==> config.mk <==
export PLATFORM = sky130hd
export DESIGN_NAME = qq_host_port
export DESIGN_NICKNAME = d
export VERILOG_FILES = /design/src/rtl/qq_host_port.sv
export SDC_FILE = /design/constraint.sdc
export NUM_CORES = 1
export LEC_CHECK = 0
export BUFFER_PORTS_ARGS = -buffer_cell sky130_fd_sc_hd__buf_2
export CORE_UTILIZATION = 30
export DETAILED_ROUTE_END_ITERATION = 16
export GPL_TIMING_DRIVEN = 1
export PLACE_DENSITY = 0.52
export SLEW_MARGIN = 20
export SYNTH_ARGS = -nofsm -noshare
export SYNTH_HDL_FRONTEND = slang
export SYNTH_SLANG_ARGS = --single-unit
==> constraint.sdc <==
create_clock -name clk -period 9.2 [get_ports clk]
set_clock_uncertainty 0.2 [all_clocks]
set_input_delay 0.46 -clock clk [delete_from_list [all_inputs] [get_ports clk]]
set_output_delay 0.46 -clock clk [all_outputs]
set_load 0.01 [all_outputs]
==> src/rtl/qq_host_port.sv <==
// qq_host_port: buffers host enqueue/dequeue commands and issues them one at a time to the QuickQ control FSM.
// Define QQ_HOST_STATS_EN to add saturating per-status response counters (stat_ok/stat_rej/stat_tmo).
module qq_host_port #(
    parameter int unsigned KEY_W     = 32,
    parameter int unsigned CMD_DEPTH = 4,
    parameter int unsigned TIMEOUT   = 255
) (
    input  logic             clk,
    input  logic             rst,
    input  logic             cmd_valid,
    output logic             cmd_ready,
    input  logic             cmd_op,
    input  logic [KEY_W-1:0] cmd_key,
    output logic             rsp_valid,
    input  logic             rsp_ready,
    output logic [KEY_W-1:0] rsp_key,
    output logic [1:0]       rsp_status,
    output logic             enq,
    output logic             deq,
    output logic [KEY_W-1:0] enq_key,
    input  logic             done,
    input  logic [KEY_W-1:0] deq_key,
    input  logic             full,
    input  logic             empty,
    output logic             busy
`ifdef QQ_HOST_STATS_EN
    ,
    output logic [15:0]      stat_ok,
    output logic [15:0]      stat_rej,
    output logic [15:0]      stat_tmo
`endif
);

    localparam int unsigned PTR_W = $clog2(CMD_DEPTH);
    localparam int unsigned CNT_W = PTR_W + 1;
    localparam int unsigned TMO_W = 16;

    localparam logic [1:0] ST_OK      = 2'b00;
    localparam logic [1:0] ST_FULL    = 2'b01;
    localparam logic [1:0] ST_EMPTY   = 2'b10;
    localparam logic [1:0] ST_TIMEOUT = 2'b11;

    typedef enum logic [1:0] {IDLE, ISSUE, WAIT, RESP} state_e;

    state_e             state_q, state_d;
    logic [KEY_W:0]     mem_q [CMD_DEPTH];
    logic [PTR_W-1:0]   wr_ptr_q, wr_ptr_d, rd_ptr_q, rd_ptr_d;
    logic [CNT_W-1:0]   count_q, count_d;
    logic [TMO_W-1:0]   tmo_q, tmo_d;
    logic               op_q, op_d;
    logic [KEY_W-1:0]   enq_key_q, enq_key_d;
    logic               rsp_valid_q, rsp_valid_d;
    logic [KEY_W-1:0]   rsp_key_q, rsp_key_d;
    logic [1:0]         rsp_status_q, rsp_status_d;
    logic               cmd_ready_q, cmd_ready_d;
    logic               busy_q, busy_d;
    logic               push, pop;
    logic [KEY_W:0]     head;

    assign head = mem_q[rd_ptr_q];
    assign push = cmd_valid && cmd_ready_q;
    // The head leaves the FIFO in its single ISSUE cycle, whatever the outcome.
    assign pop  = (state_q == ISSUE);

    // Requests depend on full/empty sampled in the ISSUE cycle itself.
    assign enq = pop && !op_q && !full;
    assign deq = pop &&  op_q && !empty;

    always_comb begin
        state_d      = state_q;
        wr_ptr_d     = wr_ptr_q + PTR_W'(push);
        rd_ptr_d     = rd_ptr_q + PTR_W'(pop);
        count_d      = count_q + CNT_W'(push) - CNT_W'(pop);
        tmo_d        = tmo_q;
        op_d         = op_q;
        enq_key_d    = enq_key_q;
        rsp_valid_d  = rsp_valid_q;
        rsp_key_d    = rsp_key_q;
        rsp_status_d = rsp_status_q;
        unique case (state_q)
            IDLE: begin
                if (count_q != '0) state_d = ISSUE;
            end
            ISSUE: begin
                if (!op_q && full) begin
                    state_d      = RESP;
                    rsp_valid_d  = 1'b1;
                    rsp_key_d    = '0;
                    rsp_status_d = ST_FULL;
                end else if (op_q && empty) begin
                    state_d      = RESP;
                    rsp_valid_d  = 1'b1;
                    rsp_key_d    = '0;
                    rsp_status_d = ST_EMPTY;
                end else begin
                    state_d = WAIT;
                    tmo_d   = '0;
                end
            end
            WAIT: begin
                if (done) begin
                    state_d      = RESP;
                    rsp_valid_d  = 1'b1;
                    rsp_key_d    = op_q ? deq_key : '0;
                    rsp_status_d = ST_OK;
                end else if (tmo_q == TMO_W'(TIMEOUT)) begin
                    state_d      = RESP;
                    rsp_valid_d  = 1'b1;
                    rsp_key_d    = '0;
                    rsp_status_d = ST_TIMEOUT;
                end else begin
                    tmo_d = tmo_q + TMO_W'(1);
                end
            end
            RESP: begin
                if (rsp_ready) begin
                    rsp_valid_d = 1'b0;
                    state_d     = (count_q != '0) ? ISSUE : IDLE;
                end
            end
            default: state_d = IDLE;
        endcase
        // Latch the head command on entry to ISSUE so enq_key is valid alongside the pulse.
        if (state_d == ISSUE && state_q != ISSUE) begin
            op_d = head[KEY_W];
            if (!head[KEY_W]) enq_key_d = head[KEY_W-1:0];
        end
        cmd_ready_d = (count_d != CNT_W'(CMD_DEPTH)) || (state_d == ISSUE);
        busy_d      = (state_d != IDLE) || (count_d != '0);
    end

    always_ff @(posedge clk or posedge rst) begin
        if (rst) begin
            state_q      <= IDLE;
            wr_ptr_q     <= '0;
            rd_ptr_q     <= '0;
            count_q      <= '0;
            tmo_q        <= '0;
            op_q         <= 1'b0;
            enq_key_q    <= '0;
            rsp_valid_q  <= 1'b0;
            rsp_key_q    <= '0;
            rsp_status_q <= '0;
            cmd_ready_q  <= 1'b1;
            busy_q       <= 1'b0;
        end else begin
            state_q      <= state_d;
            wr_ptr_q     <= wr_ptr_d;
            rd_ptr_q     <= rd_ptr_d;
            count_q      <= count_d;
            tmo_q        <= tmo_d;
            op_q         <= op_d;
            enq_key_q    <= enq_key_d;
            rsp_valid_q  <= rsp_valid_d;
            rsp_key_q    <= rsp_key_d;
            rsp_status_q <= rsp_status_d;
            cmd_ready_q  <= cmd_ready_d;
            busy_q       <= busy_d;
        end
    end

    always_ff @(posedge clk) begin
        if (push) mem_q[wr_ptr_q] <= {cmd_op, cmd_key};
    end

    assign cmd_ready  = cmd_ready_q;
    assign rsp_valid  = rsp_valid_q;
    assign rsp_key    = rsp_key_q;
    assign rsp_status = rsp_status_q;
    assign enq_key    = enq_key_q;
    assign busy       = busy_q;

`ifdef QQ_HOST_STATS_EN
    localparam int unsigned STAT_W = 16;

    logic [STAT_W-1:0] stat_ok_q, stat_ok_d, stat_rej_q, stat_rej_d, stat_tmo_q, stat_tmo_d;

    // Saturating counters bumped on each response handshake.
    always_comb begin
        stat_ok_d  = stat_ok_q;
        stat_rej_d = stat_rej_q;
        stat_tmo_d = stat_tmo_q;
        if (rsp_valid_q && rsp_ready) begin
            unique case (rsp_status_q)
                ST_OK:      if (stat_ok_q  != '1) stat_ok_d  = stat_ok_q  + STAT_W'(1);
                ST_TIMEOUT: if (stat_tmo_q != '1) stat_tmo_d = stat_tmo_q + STAT_W'(1);
                default:    if (stat_rej_q != '1) stat_rej_d = stat_rej_q + STAT_W'(1);
            endcase
        end
    end

    always_ff @(posedge clk or posedge rst) begin
        if (rst) begin
            stat_ok_q  <= '0;
            stat_rej_q <= '0;
            stat_tmo_q <= '0;
        end else begin
            stat_ok_q  <= stat_ok_d;
            stat_rej_q <= stat_rej_d;
            stat_tmo_q <= stat_tmo_d;
        end
    end

    assign stat_ok  = stat_ok_q;
    assign stat_rej = stat_rej_q;
    assign stat_tmo = stat_tmo_q;
`endif

endmodule
==> results_dict.tcl, run 1 <==
set metrics [dict create \
    route.final.wire_length_mm 19.2 \
    routedWlPerCell_um 16.2 \
    cap_violations 0 \
    antenna_found_initial 0 \
    rsz0062_at_grt "false" \
    maxSlewViolCount 0 \
    cts_sinks 227 \
    p_comb_share_pct 30.2 \
    hpwl_mm 11.4 \
    max_freq_mhz 283 \
    ant_nets 0 \
    finalPower_mw 3.69 \
    cts_root_buffer "clkbuf_16" \
    tritoncts "yes" \
    path_clk_slew_ns 0.06 \
    rows 63 \
    grt_pass1_wl_mm 30.0 \
    die_area_sq_mm 0.0311 \
    setup_viol 0 \
    yosys-top-cells-area "edfxtp_1 43%, dfrtp_1 26%, mux4_2 8.2%, mux2_4 4.9%, nand2_1 3.4%" \
    p_leak_nw 4.72 \
    ys.flop_type "edfxtp_1" \
    final_cell_mix "142 x buf_2, 132 x edfxtp_1, 92 x dfrtp_1" \
    n_antenna_cell 0 \
    post_cts_buffers 0 \
    grt_overflow 0 \
    fillers 2802 \
    critical_path_class "reg -> reg" \
    ctsHoldBuffers 65 \
    seqPwrFrac_pct 40.5 \
    numCtsBuffers 25 \
    final_area_sq_mm 0.0118 \
    io_buffers 142 \
    pwr-share-clk_pct 29.3 \
    synth_seq_cells 227 \
    nets 863 \
    via_per_inst 4.46 \
    io_pins 143 \
    synth_edf_count 132 \
    tightest_slew_ns 0.961 \
    yosysSeqAreaShare_pct 69.6 \
    cp_cell_sequence "inv_1 > ha_1 > and4_1 > nand4_1 > and4bb_2 > nor2_8 > mux2_2" \
    peakVddDrop_uv 224 \
    max_stage_delay_ns 0.70 \
    initial_core_util_pct 30.6 \
    die_w_um 176 \
    synth_fp_nets 651 \
    hold_viol 0 \
    yosys_warnings 0 \
    synthCells 568 \
    drtIter0Drc 172 \
    avgSynthCellArea_sq_um 16.0 \
    switchingPower_mw 1.13 \
    synth_top_area_cell "edfxtp_1" \
    p_sw_share_pct 30.5 \
    powerDensity_mw_per_mm2 313 \
    htreeDepth 1 \
    cts_resized 0 \
    clockBufferDepth 3 \
    grt_pass1_vias 5480 \
    synth.distinct_cells 45 \
    relSlewSlack_pct 36.0 \
    end_kind "register" \
    synth-async-reset-ratio_pct 41.9 \
    drive_gt1_share_pct 33.8 \
    cp_max_fo 32 \
    core_region_area_sq_mm 0.0298 \
    synth_top_area_share_pct 43.5 \
    area_growth_pct 29.4 \
    finalSetupTns_ns 0 \
    period_share_pct 38.4 \
    mostFrequentLayoutCell "buf_2" \
    track_usage_pct 12.5 \
    cp.arrival_ns 3.75 \
    cp_slowest_cell "nor2_8" \
    clk_latency_ns 0.53 \
    min_path_type "in -> reg" \
    internal_power_mw 2.57 \
    fin_crit_ns 3.53 \
    grt_max_degree 69 \
    status "complete, no violations" \
    critPathLaunchType "register" \
    die_h_um 176 \
    required_ns 9.42 \
    gp_congestion 0.715 \
    syn_area_sq_mm 0.00911 \
    via_count 5304 \
    firstDrtPassIters 4 \
    drc 0 \
    dpl_cell_area_sq_mm 0.0102 \
]
-- stage by stage --
step                cells  hold slack [ns]  util [%]  setup slack (ns)
global placement     1078            0.260      34.3              5.68
CTS                  1189           0.0211      39.5              5.66
finish               1189           0.0386      39.6              5.67
global route         1189           0.0499      39.6              5.47
detailed placement   1078            0.266      34.3              5.65
floorplan             568            0.274         -              5.38
-- routing by layer --
metal  GRT usage [%]  vias to the layer above  wire length, um
li1                -                     2543                -
met1            16.1                     2581             8690
met2            21.1                      149             8970
met3            2.91                       31             1190
met4            3.08                        0              395
met5               0                        -                0
-- critical path, delay by kind of cell, from the launching register on --
family / cells / cell delay (ns)
simple gates: 4 / 1.83
flops: 1 / 0.43
mux: 1 / 0.41
fa+ha+maj: 1 / 0.40
buf+inv: 1 / 0.13
-- power groups by stage --
stage                     Clock [mW]  Sequential, mW  Combinational (mW)
final                           1.08            1.49                1.12
after global routing            1.15            1.53                1.23
after CTS                       1.11            1.50                1.14
after detailed placement           0            1.52                1.12
after global placement             0            1.51                1.11
after floorplan                    0            1.50               0.819
-- final cells by class --
| class | instances | area (sq um) | share of cell area, % |
|---|---|---|---|
| clock inverters | 17 | 250 | 2.12 |
| inverters | 12 | 47.5 | 0.403 |
| clock buffers | 29 | 651 | 5.52 |
| multi-input cells | 302 | 2610 | 22.1 |
| well taps | 390 | 488 | 4.14 |
| flip-flops and latches | 227 | 6340 | 53.8 |
| repair buffers | 212 | 1400 | 11.9 |
-- state kept, by name, summed over array words and instances (netlist names) --
| register | cells |
|---|---|
| mem_q | 132 |
| enq_key | 32 |
| rsp_key | 32 |
| tmo_q | 16 |
| count_q | 3 |
| rd_ptr_q | 2 |
| rsp_status | 2 |
| state_q | 2 |
| wr_ptr_q | 2 |
| busy | 1 |
| cmd_ready | 1 |
| op_q | 1 |
| rsp_valid | 1 |
-- cells in the mapped netlist (2+ instances only) --
| master | number |
|---|---|
| xnor2_1 | 4 |
| and4_1 | 3 |
| a21oi_1 | 8 |
| clkbuf_1 | 20 |
| mux2_4 | 30 |
| mux4_2 | 33 |
| ha_1 | 10 |
| nand2_1 | 83 |
| inv_1 | 12 |
| nand4_1 | 5 |
| buf_8 | 3 |
| and3_1 | 4 |
| nor3b_1 | 4 |
| nor4_1 | 4 |
| nor2_1 | 13 |
| dfrtp_1 | 94 |
| edfxtp_1 | 132 |
| or3_1 | 5 |
| mux2_2 | 4 |
| nand3_1 | 10 |
| xor2_1 | 9 |
| buf_2 | 3 |
| o21ai_0 | 43 |
| nor3_1 | 5 |
| nand3b_1 | 2 |
| nand2b_1 | 5 |
| and2_1 | 2 |
-- logic make-up (layout without fill, tap and decap cells) --
| group | after synthesis | in the layout | share of synthesized area [%] |
|---|---|---|---|
| buffers and inverters | 39 | 270 | 2.10 |
| adders and majority gates | 11 | 11 | 1.59 |
| DFF | 227 | 227 | 69.6 |
| muxes | 68 | 68 | 13.7 |
| AOI/OAI and AO/OA | 58 | 58 | 3.61 |
| and+or+nand+nor | 152 | 152 | 8.14 |
| xor gates and xnor gates | 13 | 13 | 1.25 |
-- final timing paths --
path	startpoint	to	slack, ns	cells after the start
worst max-delay path	state_q[0]$_DFF_PP0_	enq_key[30]$_DFFE_PP0P_	5.67	7
worst min-delay path	deq_key[29]	rsp_key[29]$_DFFE_PP0P_	0.04	3
worst max register to register	state_q[0]$_DFF_PP0_	enq_key[30]$_DFFE_PP0P_	5.67	7
max in group asynchronous	rst	rd_ptr_q[0]$_DFF_PP0_	7.19	4
min in group asynchronous	rst	rsp_key[29]$_DFFE_PP0P_	0.28	3
worst min register to register	rsp_status[0]$_DFFE_PP0P_	rsp_status[0]$_DFFE_PP0P_	0.27	2
No activity file was read; power rests on OpenSTA's default activity.
==> run 2, diff against run 1 <==
--- a/config.mk
+++ b/config.mk
@@ -5,11 +5,12 @@
 export SDC_FILE = /design/constraint.sdc
 export NUM_CORES = 1
 export LEC_CHECK = 0
+export ABC_AREA = 1
 export BUFFER_PORTS_ARGS = -buffer_cell sky130_fd_sc_hd__buf_2
 export CORE_UTILIZATION = 30
 export DETAILED_ROUTE_END_ITERATION = 16
 export GPL_TIMING_DRIVEN = 1
-export PLACE_DENSITY = 0.52
+export PLACE_DENSITY = 0.51
 export SLEW_MARGIN = 20
 export SYNTH_ARGS = -nofsm -noshare
 export SYNTH_HDL_FRONTEND = slang
==> constraint.sdc (replaced) <==
create_clock -name clk -period 3.5 [get_ports clk]
set_clock_uncertainty 0.2 [all_clocks]
set_input_delay 0.175 -clock clk [delete_from_list [all_inputs] [get_ports clk]]
set_output_delay 0.175 -clock clk [all_outputs]
set_load 0.01 [all_outputs]
==> run 2 against run 1 <==
  * Cell count is 26% higher
  * Area after synthesis increased by 6.8%
  * Largest power group is now combinational cells
  * Routed wire length is 25% higher
  * Worst setup slack got worse by 5.0 ns
  * First-iteration DRC count rose by 130%
  * Non-clock buffer count grew 18
  * Final area up 5.6%
  * Critical endpoint is now busy$_DFF_PP0_
  * Maximum frequency grew 26%
==> results_dict.tcl, run 2 <==
set metrics [dict create \
    cts_sinks 227 \
    tritoncts "yes" \
    relSlewSlack_pct 53.9 \
    cts_root_buffer "clkbuf_16" \
    cts_resized 0 \
    required_ns 3.70 \
    ys.flop_type "edfxtp_1" \
    synth_top_area_cell "edfxtp_1" \
    cp.arrival_ns 3.01 \
    rsz0062_at_grt "false" \
    setup_viol 0 \
    track_usage_pct 14.5 \
    dpl_cell_area_sq_mm 0.0108 \
    powerDensity_mw_per_mm2 849 \
    path_clk_slew_ns 0.06 \
    max_stage_delay_ns 0.45 \
    synth_top_area_share_pct 40.7 \
    tightest_slew_ns 0.692 \
    clockBufferDepth 3 \
    peakVddDrop_uv 486 \
    maxSlewViolCount 0 \
    yosys-top-cells-area "edfxtp_1 41%, dfrtp_1 24%, o21ai_0 4.7%, nand2_1 4.7%, nand3_1 3.9%" \
    rows 65 \
    max_freq_mhz 356 \
    cp_cell_sequence "inv_1 > ha_1 > ha_1 > inv_1 > ha_1 > inv_1 > fa_1 > xnor2_1 > xnor2_1 > nor3_1 > nand3_1" \
    whs_ns 0.0848 \
    grt_max_degree 69 \
    finalPower_mw 10.6 \
    synth.distinct_cells 39 \
    die_w_um 182 \
    syn_area_sq_mm 0.00973 \
    status "complete, no violations" \
    cp_max_fo 7 \
    route.final.wire_length_mm 24.2 \
    synth_fp_nets 956 \
    synth_seq_cells 227 \
    numCtsBuffers 26 \
    die_area_sq_mm 0.0332 \
    final_cells 1503 \
    synthCells 873 \
    antenna_found_initial 1 \
    via_count 7019 \
    fillers 3089 \
    final_area_sq_mm 0.0124 \
    gp_congestion 0.791 \
    synth_common_cells "132 x edfxtp_1, 122 x nand2_1, 94 x dfrtp_1" \
    ant_nets 0 \
    finish.utilization_pct 39.2 \
    p_leak_nw 5.16 \
    drtIter0Drc 395 \
    final_cell_mix "142 x buf_2, 132 x edfxtp_1, 121 x nand2_1" \
    place_inst 1383 \
    yosys_warnings 0 \
    min_path_type "in -> async" \
    synth_most_common_cell "edfxtp_1" \
    top_register "mem_q" \
    grt_pass1_vias 6807 \
    area_growth_pct 27.9 \
    avgSynthCellArea_sq_um 11.1 \
    cp_slowest_cell "ha_1" \
    die_h_um 182 \
    firstDrtPassIters 4 \
    core_region_area_sq_mm 0.0317 \
    nets 1164 \
    largest_reg_flops 132 \
    seq_area_sq_mm 0.00634 \
    clk_latency_ns 0.54 \
    critPathLaunchType "register" \
    ctsHoldBuffers 72 \
    io_pins 143 \
    hpwl_mm 13.8 \
    critical_path_class "reg -> reg" \
    via_per_inst 4.67 \
    drive_gt1_share_pct 22.5 \
    mostFrequentLayoutCell "buf_2" \
    period_share_pct 80.2 \
    io_buffers 142 \
    cap_violations 0 \
    grt_pass1_wl_mm 38.2 \
    initial_core_util_pct 30.7 \
    post_cts_buffers 0 \
    hold_viol 0 \
    grt_overflow 0 \
    fin_crit_ns 2.81 \
    end_kind "register" \
    synth-async-reset-ratio_pct 41.9 \
    multiInputGateArea_sq_mm 0.00290 \
    crit_family "adder cells" \
    htreeDepth 1 \
    crit_buf_inv 3 \
    drc 0 \
    synth_edf_count 132 \
    yosysSeqAreaShare_pct 65.2 \
    routedWlPerCell_um 16.1 \
]
## run 2: changes by cell type in the layout (fill, tap and decap cells not counted), sizes merged, moves of 7 or more
cell and delta:
o22ai +32, nand3 +73, nor2 +79, o21bai +31
dlygate4sd3 +7, mux2 -34, o21ai +72, clkbuf +12
buf +11, nand2 +43, inv +48, mux4 -33
## run 2: report_power, final
group / leakage [nW] / total (mW) / switching [mW] / internal, mW
clock network: 0.433 / 2.72 / 1.08 / 1.64
logic: 2.28 / 4.01 / 2.73 / 1.28
registers: 2.44 / 3.83 / 0.312 / 3.52
total: 5.16 / 10.6 / 4.12 / 6.44
## run 2: cell type report
cell class / instances / share of cell area, %
clock buffer: 41 / 6.40
sequential: 227 / 51.0
timing repair buffer: 230 / 12.8
multi-input combinational: 535 / 23.3
tap: 402 / 4.04
clock inverter: 6 / 0.643
antenna: 1 / 0.0201
inverter: 61 / 1.86
## run 2: stage by stage
step | setup WS (ns) | TNS (ns)
2_1_floorplan | -0.111 | -14.60
3_5_place_dp | 0.705 | 0
5_1_grt | 0.460 | 0
4_1_cts | 0.652 | 0
3_3_place_gp | 0.803 | 0
6_report | 0.692 | 0
## run 2: path summary, 6_finish.rpt
path | end | slack [ns] | depth (start not counted) | startpoint
worst max-delay path | busy$_DFF_PP0_ | 0.69 | 11 | state_q[1]$_DFF_PP0_
worst min-delay path | rsp_key[28]$_DFFE_PP0P_ | 0.08 | 3 | rst
worst max register to register | busy$_DFF_PP0_ | 0.69 | 11 | state_q[1]$_DFF_PP0_
worst min register to register | rsp_key[15]$_DFFE_PP0P_ | 0.28 | 2 | rsp_key[15]$_DFFE_PP0P_
max in group asynchronous | cmd_ready$_DFF_PP1_ | 2.26 | 4 | rst
min in group clk | state_q[0]$_DFF_PP0_ | 0.09 | 9 | empty
## run 2: logic make-up (layout without fill, tap and decap cells)
logic type                 Yosys count  after routing  share of synthesized area [%]
buffers and inverters              111            338                           5.27
adders and majority gates           11             11                           1.49
DFF                                227            227                           65.2
other                                0              1                              0
AOI/OAI and AO/OA                  189            189                           11.6
xor gates and xnor gates            12             12                           1.08
and+or+nand+nor                    323            323                           15.4
## run 2: tightest hold or removal path: stages
cell	delay, ns
dlygate4sd3_1	0.53
buf_2	0.14
inv_4	0.47
## run 2: per-layer routing
layer / share of wire (%) / global-route usage [%] / vias to the layer above
met2: 46 / 24.6 / 177
met4: 1.9 / 3.43 / 2
met1: 46 / 18.9 / 3360
met3: 5.7 / 3.29 / 28
li1: - / - / 3452
met5: 0.025 / 0 / -
